`src/rtl/mdr_sequencer.sv`:
```
// rtl/mdr_sequencer.sv - sequencing FSM for the shared iterative multiply/divide/root datapath
//
// Optional feature macro: MDR_ABORT_EN (adds the abort input and abort transitions).
//
// Ports:
//   clk           system clock, rising edge
//   rst           asynchronous reset, active-high
//   start         operation request, sampled only while ready=1
//   op            00 multiply, 01 divide, 10 square root, 11 invalid
//   abort         (MDR_ABORT_EN only) cancel the operation in LOAD/RUN/FIX
//   divisor_zero  datapath flag, sampled together with start
//   msb_aq        partial-remainder sign; consumed by the datapath during FIX
//   ready         idle, able to accept start
//   load_en       one-cycle operand load strobe
//   step_en       one datapath iteration per cycle
//   fix_en        one-cycle remainder-correction strobe (divide/root)
//   op_q          latched op code, exit-mux select
//   iter_cnt      current iteration index
//   done          one-cycle completion pulse
//   err           error status, valid with done, held until next accepted start

module mdr_sequencer #(
    parameter int N = 4
) (
    input  logic                      clk,
    input  logic                      rst,
    input  logic                      start,
    input  logic [1:0]                op,
`ifdef MDR_ABORT_EN
    input  logic                      abort,
`endif
    input  logic                      divisor_zero,
    input  logic                      msb_aq,
    output logic                      ready,
    output logic                      load_en,
    output logic                      step_en,
    output logic                      fix_en,
    output logic [1:0]                op_q,
    output logic [$clog2(N+2)-1:0]    iter_cnt,
    output logic                      done,
    output logic                      err
);

    localparam int MUL_ITER  = N + 1;
    localparam int ROOT_ITER = (N + 2) / 2;
    localparam int CW        = $clog2(N + 2);

    localparam logic [CW-1:0] MUL_LAST  = CW'(MUL_ITER - 1);
    localparam logic [CW-1:0] ROOT_LAST = CW'(ROOT_ITER - 1);

    localparam logic [1:0] OP_MUL  = 2'b00;
    localparam logic [1:0] OP_DIV  = 2'b01;
    localparam logic [1:0] OP_ROOT = 2'b10;
    localparam logic [1:0] OP_BAD  = 2'b11;

    localparam logic [2:0] S_IDLE = 3'd0;
    localparam logic [2:0] S_LOAD = 3'd1;
    localparam logic [2:0] S_RUN  = 3'd2;
    localparam logic [2:0] S_FIX  = 3'd3;
    localparam logic [2:0] S_DONE = 3'd4;

    logic [2:0]    state;
    logic [2:0]    state_nx;
    logic          req_bad;
    logic          run_last;
    logic [CW-1:0] last_idx;
    logic          abort_hit;

    // The remainder correction itself lives in the datapath; the sequencer
    // only times the FIX cycle, so msb_aq is deliberately not consumed here.
    logic unused_msb_aq;
    assign unused_msb_aq = msb_aq;

    // Invalid op or divide-by-zero skips straight to DONE with err set.
    assign req_bad = (op == OP_BAD) || ((op == OP_DIV) && divisor_zero);

    assign last_idx = (op_q == OP_ROOT) ? ROOT_LAST : MUL_LAST;
    assign run_last = (iter_cnt == last_idx);

`ifdef MDR_ABORT_EN
    assign abort_hit = abort && ((state == S_LOAD) || (state == S_RUN) || (state == S_FIX));
`else
    assign abort_hit = 1'b0;
`endif

    always_comb begin
        state_nx = state;
        case (state)
            S_IDLE: begin
                if (start) begin
                    state_nx = req_bad ? S_DONE : S_LOAD;
                end
            end
            S_LOAD: state_nx = S_RUN;
            S_RUN: begin
                if (run_last) begin
                    state_nx = (op_q == OP_MUL) ? S_DONE : S_FIX;
                end
            end
            S_FIX:  state_nx = S_DONE;
            S_DONE: state_nx = S_IDLE;
            default: state_nx = S_IDLE;
        endcase
        if (abort_hit) begin
            state_nx = S_IDLE;
        end
    end

    always_ff @(posedge clk or posedge rst) begin
        if (rst) begin
            state    <= S_IDLE;
            op_q     <= OP_MUL;
            err      <= 1'b0;
            iter_cnt <= '0;
        end else begin
            state <= state_nx;
            if (abort_hit) begin
                err      <= 1'b0;
                iter_cnt <= '0;
            end else begin
                case (state)
                    S_IDLE: begin
                        if (start) begin
                            op_q <= op;
                            err  <= req_bad;
                            // Clear on entry so LOAD already shows index 0;
                            // the error path leaves the old index untouched.
                            if (!req_bad) begin
                                iter_cnt <= '0;
                            end
                        end
                    end
                    S_RUN: begin
                        if (!run_last) begin
                            iter_cnt <= iter_cnt + 1'b1;
                        end
                    end
                    default: ;
                endcase
            end
        end
    end

    // Strobes decode from the registered state only.
    assign ready   = (state == S_IDLE);
    assign load_en = (state == S_LOAD);
    assign step_en = (state == S_RUN);
    assign fix_en  = (state == S_FIX);
    assign done    = (state == S_DONE);

endmodule

```
`config.mk`:
```
export PLATFORM = sky130hd
export DESIGN_NAME = mdr_sequencer
export DESIGN_NICKNAME = d
export VERILOG_FILES = /design/src/rtl/mdr_sequencer.sv
export SDC_FILE = /design/constraint.sdc
export NUM_CORES = 1
export LEC_CHECK = 0
export CORE_AREA = 2 2 39 41
export DETAILED_ROUTE_END_ITERATION = 6
export DIE_AREA = 0 0 41 43
export PLACE_DENSITY = 0.8
export SLEW_MARGIN = 20
export SYNTH_ARGS = -nofsm -noshare
export SYNTH_HDL_FRONTEND = slang
export SYNTH_SLANG_ARGS = --single-unit
```
`constraint.sdc`:
```
create_clock -name clk -period 1.9 [get_ports clk]
set_input_delay 0.19 -clock clk [delete_from_list [all_inputs] [get_ports clk]]
set_output_delay 0.19 -clock clk [all_outputs]
set_load 0.01 [all_outputs]
```
# ---- Yosys cells after proc, flatten, opt, wreduce, memory -nomap -nowiden
# Index checks and enable logic that the tools add are counted.
dict set report totals {
  regBits 9
  latchBits 0
  ram_bits 0
  mem_bits_ro 0
  inputBits 7
  output_inout_bits 11
  wordCells 35
  n_memories 0
}
dict set report classes {
  addsub 1
  multipliers 0
  div_mod_pow 0
  order_cmp 0
  eq_ne 12
  n_shift 0
  muxes 10
  bitwise 0
  reduce_logical 8
}
# operator count
set ops {}
lappend ops {{$mux 3} 8}
lappend ops {{$pmux 3 s4} 1}
lappend ops {{$eq 3x2->1 const B} 2}
lappend ops {{$ne 2x2->1 const B} 3}
lappend ops {{$pmux 3 s2} 1}
lappend ops {{$eq 2x2->1 const B} 2}
lappend ops {{$reduce_and 2->1} 2}
lappend ops {{$reduce_and 4->1} 1}
lappend ops {{$add 3x1->3 const B} 1}
lappend ops {{$eq 3x1->1 const B} 1}
lappend ops {{$eq 3x3->1} 1}
lappend ops {{$eq 3x3->1 const B} 1}
lappend ops {{$logic_not 3->1} 1}
lappend ops {{$eq 2x1->1 const B} 1}
lappend ops {{$logic_not 2->1} 1}
lappend ops {{$ne 2x1->1 const B} 1}
lappend ops {{$reduce_bool 2->1} 1}
lappend ops {{$logic_and 1x1->1} 1}
lappend ops {{$logic_or 1x1->1} 1}

# ---- Longest topological paths before layout
dict set report depth {
  depth_word 6
  mapped_depth 6
  depth_no_buf 5
}

# ---- Worst setup path after synthesis
# OpenSTA, ideal clock, no wires.
dict set report synth_timing {
  path_kind {register to register}
  from {register state[1]}
  to {register iter_cnt[1]}
  setup_ps 123
  arrival_time_ps 1469
  required_ps 1777
  setup_slack_ps 308
  stages_incl_launch_ff 6
  n_path_buf 1
  period_less_slack_ps 1592
  cell_sequence {dfrtp_1 buf_4 nor3_1 nand3_1 a22o_1 o221a_2}
}
dict set report synth_via {
  elab_chain_len 3
  elab_cells_between_ends 8
  cone_classes {eq/ne (4); mux (1); reduce/logical (3)}
}
# element line_no
set synth_lines {}
lappend synth_lines {{start: declaration} 62} ;# logic [2:0] state;
lappend synth_lines {{start signal: assignment} 116} ;# state <= state_nx;
lappend synth_lines {{$logic_not 3->1 (*)} --}
lappend synth_lines {{via ready} 34} ;# output logic ready,
lappend synth_lines {{$ne 2x2->1 (no line) / $reduce_bool 2->1 (equally long branches)} --}
lappend synth_lines {{$reduce_and 4->1 (no line)} --}
lappend synth_lines {{end signal: assignment} 135} ;# iter_cnt <= iter_cnt + 1'b1;
lappend synth_lines {{end: declaration} 39} ;# output logic [$clog2(N+2)-1:0] iter_cnt,
# The timed path passes the listed nets; every way through them passes the cells marked *.
# A chain may end at the register's enable or synchronous reset.

# ---- Final worst setup path
dict set report layout_timing {
  from {register state[0]}
  to {output ready}
}
dict set report layout_via {
  elab_chain_len 1
}
# element line_no
set layout_lines {}
lappend layout_lines {{$logic_not 3->1} 145} ;# assign ready = (state == S_IDLE);
lappend layout_lines {{end: declaration} 34}
# Every way passes these cells.

==> reports/qor.yml <==
worst_setup_path:
  arrival_ps: 1590
  r2r_setup_slack_ps: 330
  crit_path_top_delay_cell: "clkdlybuf4s50_1"
  required_ps: 1710
  max_stage_delay_ps: 570
  r2r-start: "state[0]"
  cp-end-kind: "primary output"
  critical_path_class: "register to primary output"
  rr_endpoint: "iter_cnt[1]"
  path_buf_inv: 2
  cp_max_fo: 9
  r2r_cells: 6
  start_kind: "register"
  crit_family: "buffers and inverters"
  cp_cell_sequence: "buf_4, nor3_2, clkdlybuf4s50_1"
place:
  gp_congestion: 0.822
  io_buffer_count: 16
  hpwl_um: 859
  postPlaceCellArea_um2: 722
outcome:
  status: "finished clean"
layout:
  layout.nets: 85
  mostFrequentLayoutCells: "clkdlybuf4s50_1, dfrtp_1, o21ai_0"
  multi_input_area_um2: 290
  syn_to_final_growth_pct: 43.0
  ff_latch_area_um2: 226
  finish.utilization_pct: 54.4
  stdcell_area_um2: 753
  layout-drive-gt1-share_pct: 21.1
  final_common_cell: "clkdlybuf4s50_1"
  num-fill-cells: 133
  n_antenna_cell: 0
clock_tree:
  cts_sinks: 9
  cts.htree.levels: 1
  cts_tree: "done"
  cts_inserted_buffers: 3
  clk_pin_slew_ps: 60
  cts_setup_buffers: 0
  insertion_delay_ps: 260
  cts_root_buf: "clkbuf_4"
  cts_buffer_depth: 2
pwr:
  p_per_area_nw_per_um2: 1690
  irDropWorstVdd_v: 0.000710
  total_power_mw: 1.27
  p_leak_nw: 0.307
timing:
  setup_viol: 0
  whs_ps: 188
  fin_crit_sh_pct: 93.6
  slew_headroom_pct: 74.4
  tightest_slew_ps: 380
  hold_viol: 0
  finalClockSkew_ps: 3.96
  slew_violations: 0
  finalSetupTns_ps: 0
  fmax_mhz: 562
  grt_setup_unrepaired: "no"
  period_needed_ps: 1780
yosys:
  async_flop_share_pct: 100
  syn_nets: 62
  ys_ff_latch: 9
  syn-cell-area_um2: 527
  ys_warn_count: 0
  synth_edf_count: 0
  synthCells: 54
  synth_ff_type: "dfrtp_1"
  ys_types: 25
  syn_area_per_cell_um2: 9.75
  synth_seq_area_share_pct: 42.8
floorplanning:
  dieArea_um2: 1760
  die_height_um: 43
  io_pins: 18
  initial_core_util_pct: 38.1
  row_count: 14
  core_um2: 1380
  dieWidth_um: 41
route:
  postRouteAntennaNets: 0
  vias: 498
  drc_errors: 0
  vias_per_cell: 5.41
  drtPass1Iterations: 4
  avgRoutedWirePerCell_um: 12.2
  first_iter_violations: 9
  wirelength_um: 1130
grt:
  grt_pass1_wl_um: 1940
  antenna_found_initial: 0
  grt_remaining_overflow: 0
  grt_max_degree: 10
  globalRouteTotalUtil_pct: 16.5
  grt_pass1_vias: 479
hold_path:
  hold_path.class: "input port to async pin"
run:
  maxCapViolCount: 0
[layout make-up]
| class | instances | share of cell area (%) |
|---|---|---|
| Multi-Input combinational cell | 42 | 38.5 |
| Clock buffer | 4 | 3.49 |
| Sequential cell | 9 | 30.1 |
| Tap cell | 16 | 2.66 |
| Inverter | 2 | 1.16 |
| Timing Repair Buffer | 19 | 24.1 |
[worst reg2reg max path, stage by stage (launching register included)]
cell and delay, ps:
dfrtp_1 370, buf_4 160, nor3_2 230, buf_4 160, nand3_1 160, a22o_1 250, o221a_2 130
[per-layer routing]
metal	GRT usage [%]	wire length, um	vias up
met1	20.1	458	229
met2	24.1	575	18
met3	2.09	53	6
li1	-	-	245
met5	0	0	-
met4	14.0	38	0
[worst max path at each step]
stage	from	to	slack, ps	cells after the start
final	state[0]	ready	120	3
after floorplan	state[1]	iter_cnt[1]	310	5
after CTS	state[0]	ready	50	3
after global routing	state[0]	ready	30	3
after global placement	op[0]	state[2]	210	4
after detailed placement	op[0]	state[2]	190	4
[registers in the layout, indices dropped and copies added, names as in the netlist]
register	cells
iter_cnt	3
state	3
err	1
op_q	2
[cells by family after synthesis]
kind of cell / after synthesis / share of synthesized area (%)
and+or+nand+nor: 24 / 29.5
AOI/OAI and AO/OA: 14 / 15.9
DFF: 9 / 42.8
buffers and inverters: 3 / 3.09
muxes: 3 / 6.41
adders and majority gates: 1 / 2.37
[stage by stage]
step | std cells | setup slack, ps
global route | 92 | 28.3
global placement | 88 | 212
floorplan | 54 | 308
detailed placement | 88 | 190
finish | 92 | 122
CTS | 92 | 45.0
[Yosys cell counts (2+ instances only)]
library cell | instances | area share (%)
a21oi_1 | 3 | 2.8
dfrtp_1 | 9 | 43
mux2_2 | 3 | 6.4
nand2_1 | 4 | 2.8
nand2b_1 | 5 | 5.9
nand3_1 | 2 | 1.9
nor3b_1 | 4 | 5.7
nor4_1 | 2 | 2.4
o21ai_0 | 6 | 5.7
[what timing repair did]
item                       in CTS  in global routing
setup endpoints to repair       1                  1
resized for setup               2                  1
hold buffers                    0                  0
[report_power, final]
part	internal, mW	total [mW]	switching, mW
combinational	0.418	0.737	0.318
clock	0.0809	0.147	0.0657
sequential	0.282	0.386	0.105
(Power assumes the default switching activity.)
